$ cat src/rtl/alu_op_issuer_if.sv
// Command, response and ALU-drive bundle for alu_op_issuer.
// slave = issuer side, master = requester/ALU-environment side.
interface alu_op_issuer_if #(
  parameter int DATA_W = 16,
  parameter int RES_W  = 32
);
  // Valid/ready: a transfer happens on a rising edge where valid and ready are
  // both high; once raised, valid and its payload hold until that transfer.
  logic              cmd_valid;
  logic              cmd_ready;
  logic [3:0]        cmd_op;
  logic [DATA_W-1:0] cmd_a;
  logic [DATA_W-1:0] cmd_b;
  logic              cmd_src_a;
  logic [1:0]        cmd_src_b;

  logic [3:0]        alu_op;
  logic [DATA_W-1:0] alu_a;
  logic [DATA_W-1:0] alu_b;
  logic [1:0]        alu_mux_a;
  logic [3:0]        alu_mux_b;
  logic              alu_reset;
  logic [RES_W-1:0]  alu_result;

  logic              rsp_valid;
  logic              rsp_ready;
  logic [RES_W-1:0]  rsp_data;
  logic [3:0]        rsp_op;
  logic              rsp_err;

  modport slave (
    input  cmd_valid, cmd_op, cmd_a, cmd_b, cmd_src_a, cmd_src_b,
    input  alu_result, rsp_ready,
    output cmd_ready, alu_op, alu_a, alu_b, alu_mux_a, alu_mux_b, alu_reset,
    output rsp_valid, rsp_data, rsp_op, rsp_err
  );

  modport master (
    output cmd_valid, cmd_op, cmd_a, cmd_b, cmd_src_a, cmd_src_b,
    output alu_result, rsp_ready,
    input  cmd_ready, alu_op, alu_a, alu_b, alu_mux_a, alu_mux_b, alu_reset,
    input  rsp_valid, rsp_data, rsp_op, rsp_err
  );
endinterface

$ cat src/rtl/alu_op_issuer.sv
// Command front end for the 16-bit ALU: issues one op, waits LAT cycles, returns the result.
// Optional: define ALU_ISSUE_DIVZERO_EN to reject op 3 with an effective B of zero.
module alu_op_issuer #(
  parameter int DATA_W = 16,
  parameter int RES_W  = 32,
  parameter int LAT    = 1
) (
  input  logic           clk,
  input  logic           reset_n,
  alu_op_issuer_if.slave bus,
  output logic [1:0]     o_dbg_state
);
  localparam logic [1:0] S_IDLE  = 2'd0;
  localparam logic [1:0] S_ISSUE = 2'd1;
  localparam logic [1:0] S_WAIT  = 2'd2;
  localparam logic [1:0] S_RESP  = 2'd3;

  localparam int CNT_W = (LAT > 1) ? $clog2(LAT) : 1;

  localparam logic [3:0] OP_DIV   = 4'd3;
  localparam logic [3:0] OP_NOP   = 4'd13;
  localparam logic [3:0] OP_ERR   = 4'd14;
  localparam logic [3:0] OP_RESET = 4'd15;

  logic [1:0]        r_state;
  logic [CNT_W-1:0]  r_cnt;
  logic              r_src_a;
  logic [1:0]        r_src_b;
  logic [3:0]        r_alu_op;
  logic [DATA_W-1:0] r_alu_a;
  logic [DATA_W-1:0] r_alu_b;
  logic              r_alu_reset;
  logic [RES_W-1:0]  r_rsp_data;
  logic [3:0]        r_rsp_op;
  logic              r_rsp_err;
  logic [RES_W-1:0]  r_acc_q;
  logic [DATA_W-1:0] r_held_a;
  logic [DATA_W-1:0] r_held_b;

  logic              w_fire;
  logic [DATA_W-1:0] w_a_eff;
  logic [DATA_W-1:0] w_b_eff;
  logic              w_special;
  logic              w_divzero;

  assign w_fire    = bus.cmd_valid && (r_state == S_IDLE);
  assign w_a_eff   = bus.cmd_src_a ? bus.cmd_a : r_held_a;
  assign w_special = (bus.cmd_op == OP_NOP) || (bus.cmd_op == OP_ERR) ||
                     (bus.cmd_op == OP_RESET);

  // Effective B mirrors what the ALU's B register will hold after the issue.
  always_comb begin
    w_b_eff = r_held_b;
    case (bus.cmd_src_b)
      2'd0:    w_b_eff = r_held_b;
      2'd1:    w_b_eff = r_acc_q[DATA_W-1:0];
      2'd2:    w_b_eff = bus.cmd_b;
      default: w_b_eff = '0;
    endcase
  end

`ifdef ALU_ISSUE_DIVZERO_EN
  assign w_divzero = (bus.cmd_op == OP_DIV) && (w_b_eff == '0);
`else
  assign w_divzero = 1'b0;
`endif

  always_ff @(posedge clk or negedge reset_n) begin
    if (!reset_n) begin
      r_state     <= S_IDLE;
      r_cnt       <= '0;
      r_src_a     <= 1'b0;
      r_src_b     <= 2'd0;
      r_alu_op    <= '0;
      r_alu_a     <= '0;
      r_alu_b     <= '0;
      r_alu_reset <= 1'b0;
      r_rsp_data  <= '0;
      r_rsp_op    <= '0;
      r_rsp_err   <= 1'b0;
      r_acc_q     <= '0;
      r_held_a    <= '0;
      r_held_b    <= '0;
    end else begin
      r_alu_reset <= w_fire && (bus.cmd_op == OP_RESET);
      case (r_state)
        S_IDLE: begin
          if (w_fire) begin
            r_rsp_op <= bus.cmd_op;
            if (w_special || w_divzero) begin
              r_state <= S_RESP;
              case (bus.cmd_op)
                OP_NOP: begin
                  r_rsp_data <= r_acc_q;
                  r_rsp_err  <= 1'b0;
                end
                OP_RESET: begin
                  r_rsp_data <= '0;
                  r_rsp_err  <= 1'b0;
                  r_acc_q    <= '0;
                end
                default: begin
                  r_rsp_data <= '0;
                  r_rsp_err  <= 1'b1;
                end
              endcase
            end else begin
              r_state  <= S_ISSUE;
              r_src_a  <= bus.cmd_src_a;
              r_src_b  <= bus.cmd_src_b;
              r_alu_op <= bus.cmd_op;
              r_alu_a  <= w_a_eff;
              r_alu_b  <= w_b_eff;
              r_held_a <= w_a_eff;
              r_held_b <= w_b_eff;
            end
          end
        end
        S_ISSUE: begin
          r_cnt   <= CNT_W'(LAT - 1);
          r_state <= S_WAIT;
        end
        S_WAIT: begin
          if (r_cnt == '0) begin
            r_rsp_data <= bus.alu_result;
            r_rsp_err  <= 1'b0;
            r_acc_q    <= bus.alu_result;
            r_state    <= S_RESP;
          end else begin
            r_cnt <= r_cnt - CNT_W'(1);
          end
        end
        default: begin
          if (bus.rsp_ready) r_state <= S_IDLE;
        end
      endcase
    end
  end

  // Selects are one-hot and only leave "hold" during the ISSUE cycle.
  always_comb begin
    bus.alu_mux_a = 2'b01;
    bus.alu_mux_b = 4'b0001;
    if (r_state == S_ISSUE) begin
      bus.alu_mux_a = r_src_a ? 2'b10 : 2'b01;
      case (r_src_b)
        2'd0:    bus.alu_mux_b = 4'b0001;
        2'd1:    bus.alu_mux_b = 4'b0010;
        2'd2:    bus.alu_mux_b = 4'b0100;
        default: bus.alu_mux_b = 4'b1000;
      endcase
    end
  end

  assign bus.cmd_ready = (r_state == S_IDLE);
  assign bus.rsp_valid = (r_state == S_RESP);
  assign bus.rsp_data  = r_rsp_data;
  assign bus.rsp_op    = r_rsp_op;
  assign bus.rsp_err   = r_rsp_err;
  assign bus.alu_op    = r_alu_op;
  assign bus.alu_a     = r_alu_a;
  assign bus.alu_b     = r_alu_b;
  assign bus.alu_reset = r_alu_reset;
  assign o_dbg_state   = r_state;
endmodule
$ cat src/flat_wrapper.sv
// flat-port wrapper written by rule: the top's interface ports become plain ports
module alu_op_issuer_flat 
#(
  parameter int DATA_W = 16,
  parameter int RES_W  = 32,
  parameter int LAT    = 1
)
  (clk, reset_n, o_dbg_state, bus_cmd_valid, bus_cmd_op, bus_cmd_a, bus_cmd_b, bus_cmd_src_a, bus_cmd_src_b, bus_alu_result, bus_rsp_ready, bus_cmd_ready, bus_alu_op, bus_alu_a, bus_alu_b, bus_alu_mux_a, bus_alu_mux_b, bus_alu_reset, bus_rsp_valid, bus_rsp_data, bus_rsp_op, bus_rsp_err);
  alu_op_issuer_if #(.DATA_W(DATA_W), .RES_W(RES_W)) bus_i ();
  input  logic clk;
  input  logic reset_n;
  output logic [1:0] o_dbg_state;
  input wire logic [$bits(bus_i.cmd_valid)-1:0] bus_cmd_valid;
  input wire logic [$bits(bus_i.cmd_op)-1:0] bus_cmd_op;
  input wire logic [$bits(bus_i.cmd_a)-1:0] bus_cmd_a;
  input wire logic [$bits(bus_i.cmd_b)-1:0] bus_cmd_b;
  input wire logic [$bits(bus_i.cmd_src_a)-1:0] bus_cmd_src_a;
  input wire logic [$bits(bus_i.cmd_src_b)-1:0] bus_cmd_src_b;
  input wire logic [$bits(bus_i.alu_result)-1:0] bus_alu_result;
  input wire logic [$bits(bus_i.rsp_ready)-1:0] bus_rsp_ready;
  output wire logic [$bits(bus_i.cmd_ready)-1:0] bus_cmd_ready;
  output wire logic [$bits(bus_i.alu_op)-1:0] bus_alu_op;
  output wire logic [$bits(bus_i.alu_a)-1:0] bus_alu_a;
  output wire logic [$bits(bus_i.alu_b)-1:0] bus_alu_b;
  output wire logic [$bits(bus_i.alu_mux_a)-1:0] bus_alu_mux_a;
  output wire logic [$bits(bus_i.alu_mux_b)-1:0] bus_alu_mux_b;
  output wire logic [$bits(bus_i.alu_reset)-1:0] bus_alu_reset;
  output wire logic [$bits(bus_i.rsp_valid)-1:0] bus_rsp_valid;
  output wire logic [$bits(bus_i.rsp_data)-1:0] bus_rsp_data;
  output wire logic [$bits(bus_i.rsp_op)-1:0] bus_rsp_op;
  output wire logic [$bits(bus_i.rsp_err)-1:0] bus_rsp_err;
  assign bus_i.cmd_valid = bus_cmd_valid;
  assign bus_i.cmd_op = bus_cmd_op;
  assign bus_i.cmd_a = bus_cmd_a;
  assign bus_i.cmd_b = bus_cmd_b;
  assign bus_i.cmd_src_a = bus_cmd_src_a;
  assign bus_i.cmd_src_b = bus_cmd_src_b;
  assign bus_i.alu_result = bus_alu_result;
  assign bus_i.rsp_ready = bus_rsp_ready;
  assign bus_cmd_ready = bus_i.cmd_ready;
  assign bus_alu_op = bus_i.alu_op;
  assign bus_alu_a = bus_i.alu_a;
  assign bus_alu_b = bus_i.alu_b;
  assign bus_alu_mux_a = bus_i.alu_mux_a;
  assign bus_alu_mux_b = bus_i.alu_mux_b;
  assign bus_alu_reset = bus_i.alu_reset;
  assign bus_rsp_valid = bus_i.rsp_valid;
  assign bus_rsp_data = bus_i.rsp_data;
  assign bus_rsp_op = bus_i.rsp_op;
  assign bus_rsp_err = bus_i.rsp_err;
  alu_op_issuer #(.DATA_W(DATA_W), .RES_W(RES_W), .LAT(LAT)) u_core (.clk(clk), .reset_n(reset_n), .bus(bus_i), .o_dbg_state(o_dbg_state));
endmodule
$ cat config.mk
export PLATFORM = sky130hd
export DESIGN_NAME = alu_op_issuer_flat
export DESIGN_NICKNAME = d
export VERILOG_FILES = /design/src/rtl/alu_op_issuer_if.sv /design/src/rtl/alu_op_issuer.sv /design/src/flat_wrapper.sv
export SDC_FILE = /design/constraint.sdc
export NUM_CORES = 1
export LEC_CHECK = 0
export ABC_AREA = 1
export CAP_MARGIN = 5
export CELL_PAD_IN_SITES_DETAIL_PLACEMENT = 1
export CELL_PAD_IN_SITES_GLOBAL_PLACEMENT = 1
export CORE_UTILIZATION = 31
export DETAILED_ROUTE_END_ITERATION = 7
export PLACE_DENSITY_LB_ADDON = 0.1
export SYNTH_ARGS = -nofsm -noshare
export SYNTH_HDL_FRONTEND = slang
export SYNTH_SLANG_ARGS = --single-unit
export TNS_END_PERCENT = 100
$ cat constraint.sdc
create_clock -name clk -period 1.5 [get_ports clk]
set_clock_uncertainty 0.15 [all_clocks]
set_input_delay 0.15 -clock clk [delete_from_list [all_inputs] [get_ports clk]]
set_output_delay 0.15 -clock clk [all_outputs]
set_load 0.05 [all_outputs]
Word level (Yosys, flattened, before mapping):

Cells that the tools add are included.

* memories: 0
* input bits: 75
* RAM bits: 0
* ROM bits: 0
* bits in latches: 0
* word-level logic and storage cells: 74
* register bits: 112
* output and inout port bits: 84

* divide/modulo/power cells: 0
* add/sub/neg operators: 1
* mux-type cells: 27
* multipliers: 0
* reductions and logical operators: 18
* equality and inequality tests: 14
* bitwise gates (word level): 2
* shift-type cells: 0
* order comparisons: 0

Operators with widths (count)
* $mux 32: 7
* $pmux 32 s2: 2
* $pmux 16 s3: 1
* $mux 16: 1
* $eq 4x4->1 const B: 3
* $mux 2: 6
* $pmux 4 s3: 1
* $reduce_and 4->1: 3
* $eq 2x2->1 const B: 4
* $eq 2x1->1 const B: 3
* $logic_not 2->1: 3
* $ne 2x1->1 const B: 3
* $pmux 2 s3: 1
* $reduce_and 3->1: 2
* $mux 1: 5
* $reduce_and 5->1: 1
* $mux 4: 1
* $pmux 1 s2: 2
* $reduce_bool 2->1: 2
* $reduce_bool 4->1: 1
* $logic_and 1x1->1: 2
* $logic_or 1x1->1: 2
* $ne 2x2->1 const B: 1
* $not 1->1: 2
* 3 further kinds: 3

Depth between registers and ports, before layout:

Gate-level depths: netlist (run 1).

* word-level depth: 6
* gate-level depth with buffers: 9
* gate-level depth less buffers: 8

Worst setup path after synthesis (run 1):

OpenSTA, ideal clock, no wires.

* path type: register -> register
* start: register u_core.r_state[0] (netlist: u_core.o_dbg_state[0])
* end: register u_core.r_held_a[10]
* library setup time: 0.118 ns
* path slack: -0.918 ns
* cell stages (with the launch flop): 9
* required time: 1.232 ns
* clock period less this slack: 2.418 ns
* path buffers: 1
* arrival: 2.150 ns
* cell sequence: dfrtp_1 > inv_1 > ha_1 > nand2_2 > inv_2 > nand3_2 > buf_2 > nand2_1 > nand2_1

* longest elaborated chain between the ends: 3

Ends and longest elaborated chain
* start: declaration: line alu_op_issuer.sv:25 `logic [1:0] r_state;`
* start signal: assignment: line alu_op_issuer.sv:70 `r_state <= S_IDLE;`
* start signal: assignment: line alu_op_issuer.sv:91 `r_state <= S_RESP;`
* start signal: assignment: line alu_op_issuer.sv:108 `r_state <= S_ISSUE;`
* $logic_not 2->1 *
* net bus_cmd_ready: line flat_wrapper.sv:21 `output wire logic [$bits(bus_i.cmd_ready)-1:0] bus_cmd_ready;`
* $logic_and 1x1->1: line alu_op_issuer.sv:46 `assign w_fire = bus.cmd_valid && (r_state == S_IDLE);`
* $reduce_and 4->1 (no source line) *
* end signal: assignment: line alu_op_issuer.sv:114 `r_held_a <= w_a_eff;`
* end: declaration: line alu_op_issuer.sv:37 `logic [DATA_W-1:0] r_held_a;`

Mark *: on every way through the listed nets, which the timed path passes. The rest lies on a longest branch.
A chain may end at the register's enable or synchronous reset.

Worst setup path in the final report (run 1):

* start: register u_core.r_state[0] (netlist: u_core.o_dbg_state[0])
* end: register u_core.r_acc_q[31]

* longest elaborated chain between the ends: 4
* elaborated cells between the ends (all ways): 10
* classes of those cells: eq/ne (5); mux (1); reduce/logical (4)

Ends and longest elaborated chain
* $logic_not 2->1: line alu_op_issuer.sv:46, alu_op_issuer.sv:86
* $logic_and 1x1->1: line alu_op_issuer.sv:46
* $ne 2x1->1 (no source line)
* $reduce_and 5->1 (no source line)
* end signal: assignment: line alu_op_issuer.sv:127 `r_acc_q <= bus.alu_result;`
* end: declaration: line alu_op_issuer.sv:36 `logic [RES_W-1:0] r_acc_q;`

Several ways; a longest one is shown, not always the timed one.

==> impl_metrics.json, run 1 <==
{
  "ir_drop_v": 0.001346,
  "nFillCells": 1921,
  "gr-usage-met1_pct": 28.80,
  "rows": 47,
  "required_ns": 1.65,
  "initial_utilization_pct": 32.12,
  "grt_pass1_wl_um": 33110,
  "tritoncts": "done",
  "violations": "negative setup slack",
  "maxSlewHeadroom_pct": 58.26,
  "grtUsageTotal_pct": 23.70,
  "fin_util_pct": 56.67,
  "cts_sinks": 111,
  "max_clock_freq_ghz": 0.5386,
  "ys_warn_count": 0,
  "post-route-worst-setup-slack_ns": -0.3568,
  "via_count": 5669,
  "grt_pass1_vias": 6309,
  "syn_area_um2": 5401,
  "gp_congestion": 0.8024,
  "worstSetupStartpoint": "u_core.o_dbg_state[0]$_DFFE_PN0P_",
  "slew_violations": 0,
  "dieHeight_um": 134,
  "holdWs_ns": 0.1895,
  "setup_viol": 116,
  "multi_input_area_um2": 2526,
  "synth-seq-cells": 111,
  "via_per_inst": 4.995,
  "hpwl_um": 13390,
  "post-route-period-util_pct": 123.8,
  "mostFrequentLayoutCell": "nand2_1",
  "hold_violations": 0,
  "drive_above_1_share_pct": 25.46,
  "period_minus_slack_ns": 1.857,
  "hold_path_class": "input port to asynchronous set/reset pin",
  "h-tree-depth": 3,
  "drtIter0Drc": 317,
  "die_area_um2": 17960,
  "syn_nets": 790,
  "powerDensity_nw_per_um2": 2203,
  "cts_made_buffers": 9,
  "worstSetupPathType": "register to register",
  "gr-max-usage-layer": "met2",
  "insertion_delay_ns": 0.35,
  "status": "finished, violations left",
  "rsz0062_at_grt": "true",
  "fin_nets": 992,
  "synth_cell_types": 23,
  "worst_slew_pin_slew_ns": 0.6261,
  "p_total_mw": 21.00,
  "area.growth.synth_to_final_pct": 76.47,
  "core_area_um2": 16820,
  "fin_area_um2": 9532,
  "cp-start-kind": "register",
  "critPathArrivalTime_ns": 2.00,
  "grt_overflow": 0,
  "diodes": 0,
  "r2r_start": "u_core.o_dbg_state[0]$_DFFE_PN0P_",
  "finalWirelength_um": 21110,
  "clkSlewWorstSetupHoldPaths_ns": 0.07,
  "drv_cap": 0,
  "remaining_drc_errors": 0,
  "numPortBuffers": 158,
  "grt_util_met2_pct": 41.77,
  "die_width_um": 134,
  "placed_area_um2": 8491,
  "seq_area_frac_synth_pct": 51.42,
  "num_io_pins": 159,
  "p_leak_nw": 4.760,
  "clockRootBuffer": "clkbuf_16",
  "critPathMaxFanout": 7,
  "drt_first_pass_iters": 4,
  "syn_inst": 708,
  "grt_max_degree": 73,
  "antenna_found_initial": 0,
  "clock_path_buffers": 2,
  "end_kind": "register",
  "regArea_um2": 2780,
  "antenna_left": 0,
  "wire_per_inst_um": 18.60,
  "finalSetupTns_ns": -29.16,
  "syn_avg_cell_area_um2": 7.629,
  "final_cell_mix": "285 x nand2_1, 109 x dfrtp_1, 99 x buf_12, 73 x clkdlybuf4s50_1, 65 x nand3_1",
  "use_met3_pct": 5.178
}
==> repair_timing <==
| action | in CTS | in global routing |
|---|---|---|
| endpoints found under the hold margin | 111 | 0 |
| setup endpoints to repair | 112 | 120 |
| pin swaps | 6 | 9 |
| setup buffers | 14 | 5 |
| cloned | 8 | 4 |
| resized for setup | 47 | 33 |
| hold buffers | 1 | 0 |
==> synthesized netlist by cell type <==
master	n	share of area (%)
nand3b_1	1	0.14
or2_1	1	0.12
nor3_1	1	0.093
ha_1	7	1.6
nand3_1	66	6.1
nand2_1	315	22
clkbuf_1	22	1.5
nand3_2	3	0.56
buf_1	3	0.21
buf_4	6	0.83
inv_1	43	3.0
nand2_2	3	0.35
nor2_2	1	0.12
o21ai_2	1	0.16
o21ai_0	40	3.7
clkinv_1	1	0.069
inv_2	3	0.21
dfrtp_1	111	51
a21oi_2	1	0.16
nor2_1	16	1.1
a21oi_1	16	1.5
nand4_1	33	3.8
buf_2	14	1.3
==> kinds of logic (layout without fill, tap and decap cells) <==
family | Yosys count | count (layout) | share of synthesized area [%]
DFF | 111 | 111 | 51.42
adders and majority gates | 7 | 7 | 1.621
buffers and inverters | 92 | 297 | 7.134
and+or+nand+nor | 440 | 442 | 34.31
AOI/OAI and AO/OA | 58 | 58 | 5.513
==> final timing paths <==
kind                                                     end  slack, ns  depth (start not counted)
max reg2reg                   u_core.r_acc_q[31]$_DFFE_PN0P_      -0.36                          9
max                           u_core.r_acc_q[31]$_DFFE_PN0P_      -0.36                          9
min in group clk             u_core.r_held_a[10]$_DFFE_PN0P_       0.20                          3
max in group asynchronous  u_core.o_dbg_state[1]$_DFFE_PN0P_       0.49                          3
min                           u_core.r_acc_q[10]$_DFFE_PN0P_       0.19                          3
min reg2reg                   u_core.r_acc_q[25]$_DFFE_PN0P_       0.32                          2
==> report_power, final <==
group,total [mW],switching (mW),internal [mW]
logic,13.3,7.05,6.21
clock network,2.67,1.11,1.56
registers,5.07,1.12,3.95
==> final cells by class <==
cell class | instances | share of cell area [%]
timing repair buffer | 234 | 35.98
sequential | 111 | 29.17
multi-input combinational | 507 | 26.50
tap | 220 | 2.888
clock buffer | 13 | 2.730
inverter | 47 | 2.048
clock inverter | 3 | 0.6826
==> critical path, cell delays in order (launching register included) <==
cell	delay, ns
dfrtp_2	0.43
buf_6	0.13
inv_6	0.05
ha_4	0.16
inv_4	0.04
or2_4	0.28
nand3_4	0.22
clkbuf_16	0.20
nand2_1	0.06
nand2_1	0.06
==> sequential cells by signal, summed over array words and instances (netlist names) <==
| register | flops |
|---|---|
| u_core.bus.rsp_data | 32 |
| u_core.r_acc_q | 32 |
| u_core.r_held_a | 16 |
| u_core.r_held_b | 16 |
| u_core.bus.alu_op | 4 |
| u_core.bus.rsp_op | 4 |
| u_core.o_dbg_state | 2 |
| u_core.r_src_b | 2 |
| u_core.bus.alu_reset | 1 |
| u_core.bus.rsp_err | 1 |
| u_core.r_src_a | 1 |
==> per-layer routing <==
metal / part of all wire [%] / vias to the layer above
met4: 2.2 / 0
met3: 4.9 / 31
met5: 0 / -
li1: - / 2660
met1: 41 / 2831
met2: 52 / 147
==> through the flow <==
step                cells  setup WS [ns]
floorplan             708        -0.3572
global placement     1087        -0.2939
detailed placement   1087        -0.4405
CTS                  1126        -0.3151
global route         1135        -0.4174
finish               1135        -0.3568
No activity file was read; power rests on OpenSTA's default activity.
==> run 2: changes to the inputs <==
- CORE_UTILIZATION: 31 -> 34
- CTS_BUF_LIST: default -> sky130_fd_sc_hd__clkbuf_16
- clock period: 1.5 -> 1.79 ns (I/O delays scaled with it)
==> impl_metrics.json, run 2 (synthesized netlist as in run 1, its figures left out) <==
{
  "rsz0062_at_grt": "true",
  "core_area_um2": 15370,
  "hold_violations": 0,
  "post-route-worst-setup-slack_ns": 0.01602,
  "cp_cell_sequence": "inv_4, ha_4, nand2_1, nor2_2, buf_12",
  "num_io_pins": 159,
  "mostFrequentLayoutCell": "nand2_1",
  "grt_overflow": 0,
  "clkSlewWorstSetupHoldPaths_ns": 0.07,
  "area.growth.synth_to_final_pct": 48.14,
  "nFillCells": 1847,
  "regArea_um2": 2780,
  "grt_max_degree": 36,
  "drive_above_1_share_pct": 19.68,
  "pre_cts_slack_ns": -0.2593,
  "cts_made_buffers": 9,
  "max_clock_freq_ghz": 0.5637,
  "final_cell_mix": "310 x nand2_1, 109 x dfrtp_1, 95 x buf_4, 73 x clkdlybuf4s50_1, 66 x nand3_1",
  "die_area_um2": 16390,
  "dieHeight_um": 128.0,
  "multi_input_area_um2": 2414,
  "fin_nets": 961,
  "critPathMaxFanout": 5,
  "hpwl_um": 12850,
  "crit_family": "flip-flops",
  "remaining_drc_errors": 0,
  "powerDensity_nw_per_um2": 1752,
  "layoutNonFillerInstCount": 1095,
  "cp-start-kind": "register",
  "drv_cap": 0,
  "post-route-period-util_pct": 99.11,
  "r2r_start": "u_core.o_dbg_state[1]$_DFFE_PN0P_",
  "grt_pass1_vias": 5722,
  "gp_congestion": 0.8247,
  "p_leak_nw": 4.209,
  "tritoncts": "done",
  "ir_drop_v": 0.0009693,
  "finalWirelength_um": 19180,
  "p_total_mw": 14.02,
  "h-tree-depth": 3,
  "crit_buf_inv": 2,
  "die_width_um": 128.0,
  "antenna_left": 0,
  "hold_path_class": "input port to asynchronous set/reset pin",
  "worstSetupPathType": "register to primary output",
  "maxSlewHeadroom_pct": 59.06,
  "worst_slew_pin_slew_ns": 0.6142,
  "required_ns": 1.46,
  "via_count": 5445,
  "wire_per_inst_um": 17.52,
  "setup_viol": 0,
  "status": "finished, final reports clean",
  "period_minus_slack_ns": 1.774,
  "critPathArrivalTime_ns": 1.44,
  "max_stage_delay_ns": 0.45,
  "cts_sinks": 111,
  "numPortBuffers": 158,
  "place_inst": 1067,
  "clock_path_buffers": 2,
  "holdWs_ns": 0.1880,
  "initial_utilization_pct": 35.14,
  "slowest_stage": "dfrtp_2",
  "drtIter0Drc": 244,
  "rows": 45,
  "antenna_found_initial": 0,
  "grtUsageTotal_pct": 23.13,
  "r2r_slack_ns": 0.06,
  "end_kind": "primary output",
  "drt_first_pass_iters": 4,
  "via_per_inst": 4.973,
  "insertion_delay_ns": 0.35,
  "clockRootBuffer": "clkbuf_16",
  "diodes": 0,
  "worstSetupStartpoint": "u_core.o_dbg_state[1]$_DFFE_PN0P_",
  "slew_violations": 0,
  "grt_pass1_wl_um": 29400
}
run 2: changes by cell type in the layout (fill, tap and decap cells not counted), sizes merged:
| cell | previous run | this run |
|---|---|---|
| nor2 | 17 | 18 |
| bufbuf | 1 | 0 |
| bufinv | 2 | 0 |
| clkinv | 2 | 7 |
| clkinvlp | 1 | 2 |
| clkbuf | 16 | 13 |
| nand3 | 71 | 70 |
| buf | 156 | 125 |
run 2: routing by layer:
layer / global-route usage (%) / vias to the layer above / wire length (µm)
met1: 29.88 / 2688 / 8439
li1: - / 2605 / -
met2: 39.80 / 132 / 9620
met3: 4.007 / 20 / 810
met5: 0 / - / 0
met4: 6.436 / 0 / 309
run 2: metrics by stage:
| stage | setup TNS [ns] | area, µm² | utilization (%) |
|---|---|---|---|
| 6_report | 0 | 8001 | 52.06 |
| 5_1_grt | -0.1701 | 8001 | 52.06 |
| 4_1_cts | -0.05072 | 7725 | 50.26 |
| 3_5_place_dp | -11.69 | 7410 | 48.21 |
| 3_3_place_gp | -5.496 | 7410 | 48.21 |
| 2_1_floorplan | -3.092 | 5543 | - |
run 2: layout make-up:
type                            count  area share (%)
Tap cell                          211           3.299
Multi-Input combinational cell    507           30.16
Sequential cell                   111           34.75
Clock buffer                        9           2.815
Clock inverter                      7          0.4848
Inverter                           47           2.439
Timing Repair Buffer              203           26.05
run 2: timing repair:
item / CTS / global route
pin swaps: 1 / 3
hold buffers: 1 / 0
hold endpoints to repair: 31 / 0
cloned: 1 / 6
resized for setup: 8 / 24
setup endpoints to repair: 42 / 91
buffers inserted: 1 / 3
run 2: path summary, 6_finish.rpt:
kind / end / depth (start not counted)
setup / recovery: bus_alu_mux_b[2] / 5
setup reg to reg: u_core.bus.rsp_data[1]$_DFFE_PN0P_ / 10
max in group asynchronous: u_core.bus.rsp_data[17]$_DFFE_PN0P_ / 3
hold reg to reg: u_core.r_acc_q[27]$_DFFE_PN0P_ / 2
min in group clk: u_core.r_held_a[13]$_DFFE_PN0P_ / 3
hold / removal: u_core.bus.rsp_data[13]$_DFFE_PN0P_ / 2
run 2: report_power, final:
group	internal, mW	switching [mW]	total, mW
registers	3.31	0.559	3.87
logic	2.80	5.44	8.24
clock network	0.936	0.972	1.91
total	7.04	6.97	14.0
run 2: worst reg2reg max path, cell delays in order (launching register included):
cell	delay, ns
dfrtp_2	0.45
inv_4	0.09
ha_4	0.17
nand2_8	0.08
buf_12	0.15
clkinv_8	0.07
nand2_8	0.08
nand2_8	0.15
clkbuf_16	0.16
nand2_1	0.06
nand2_1	0.06
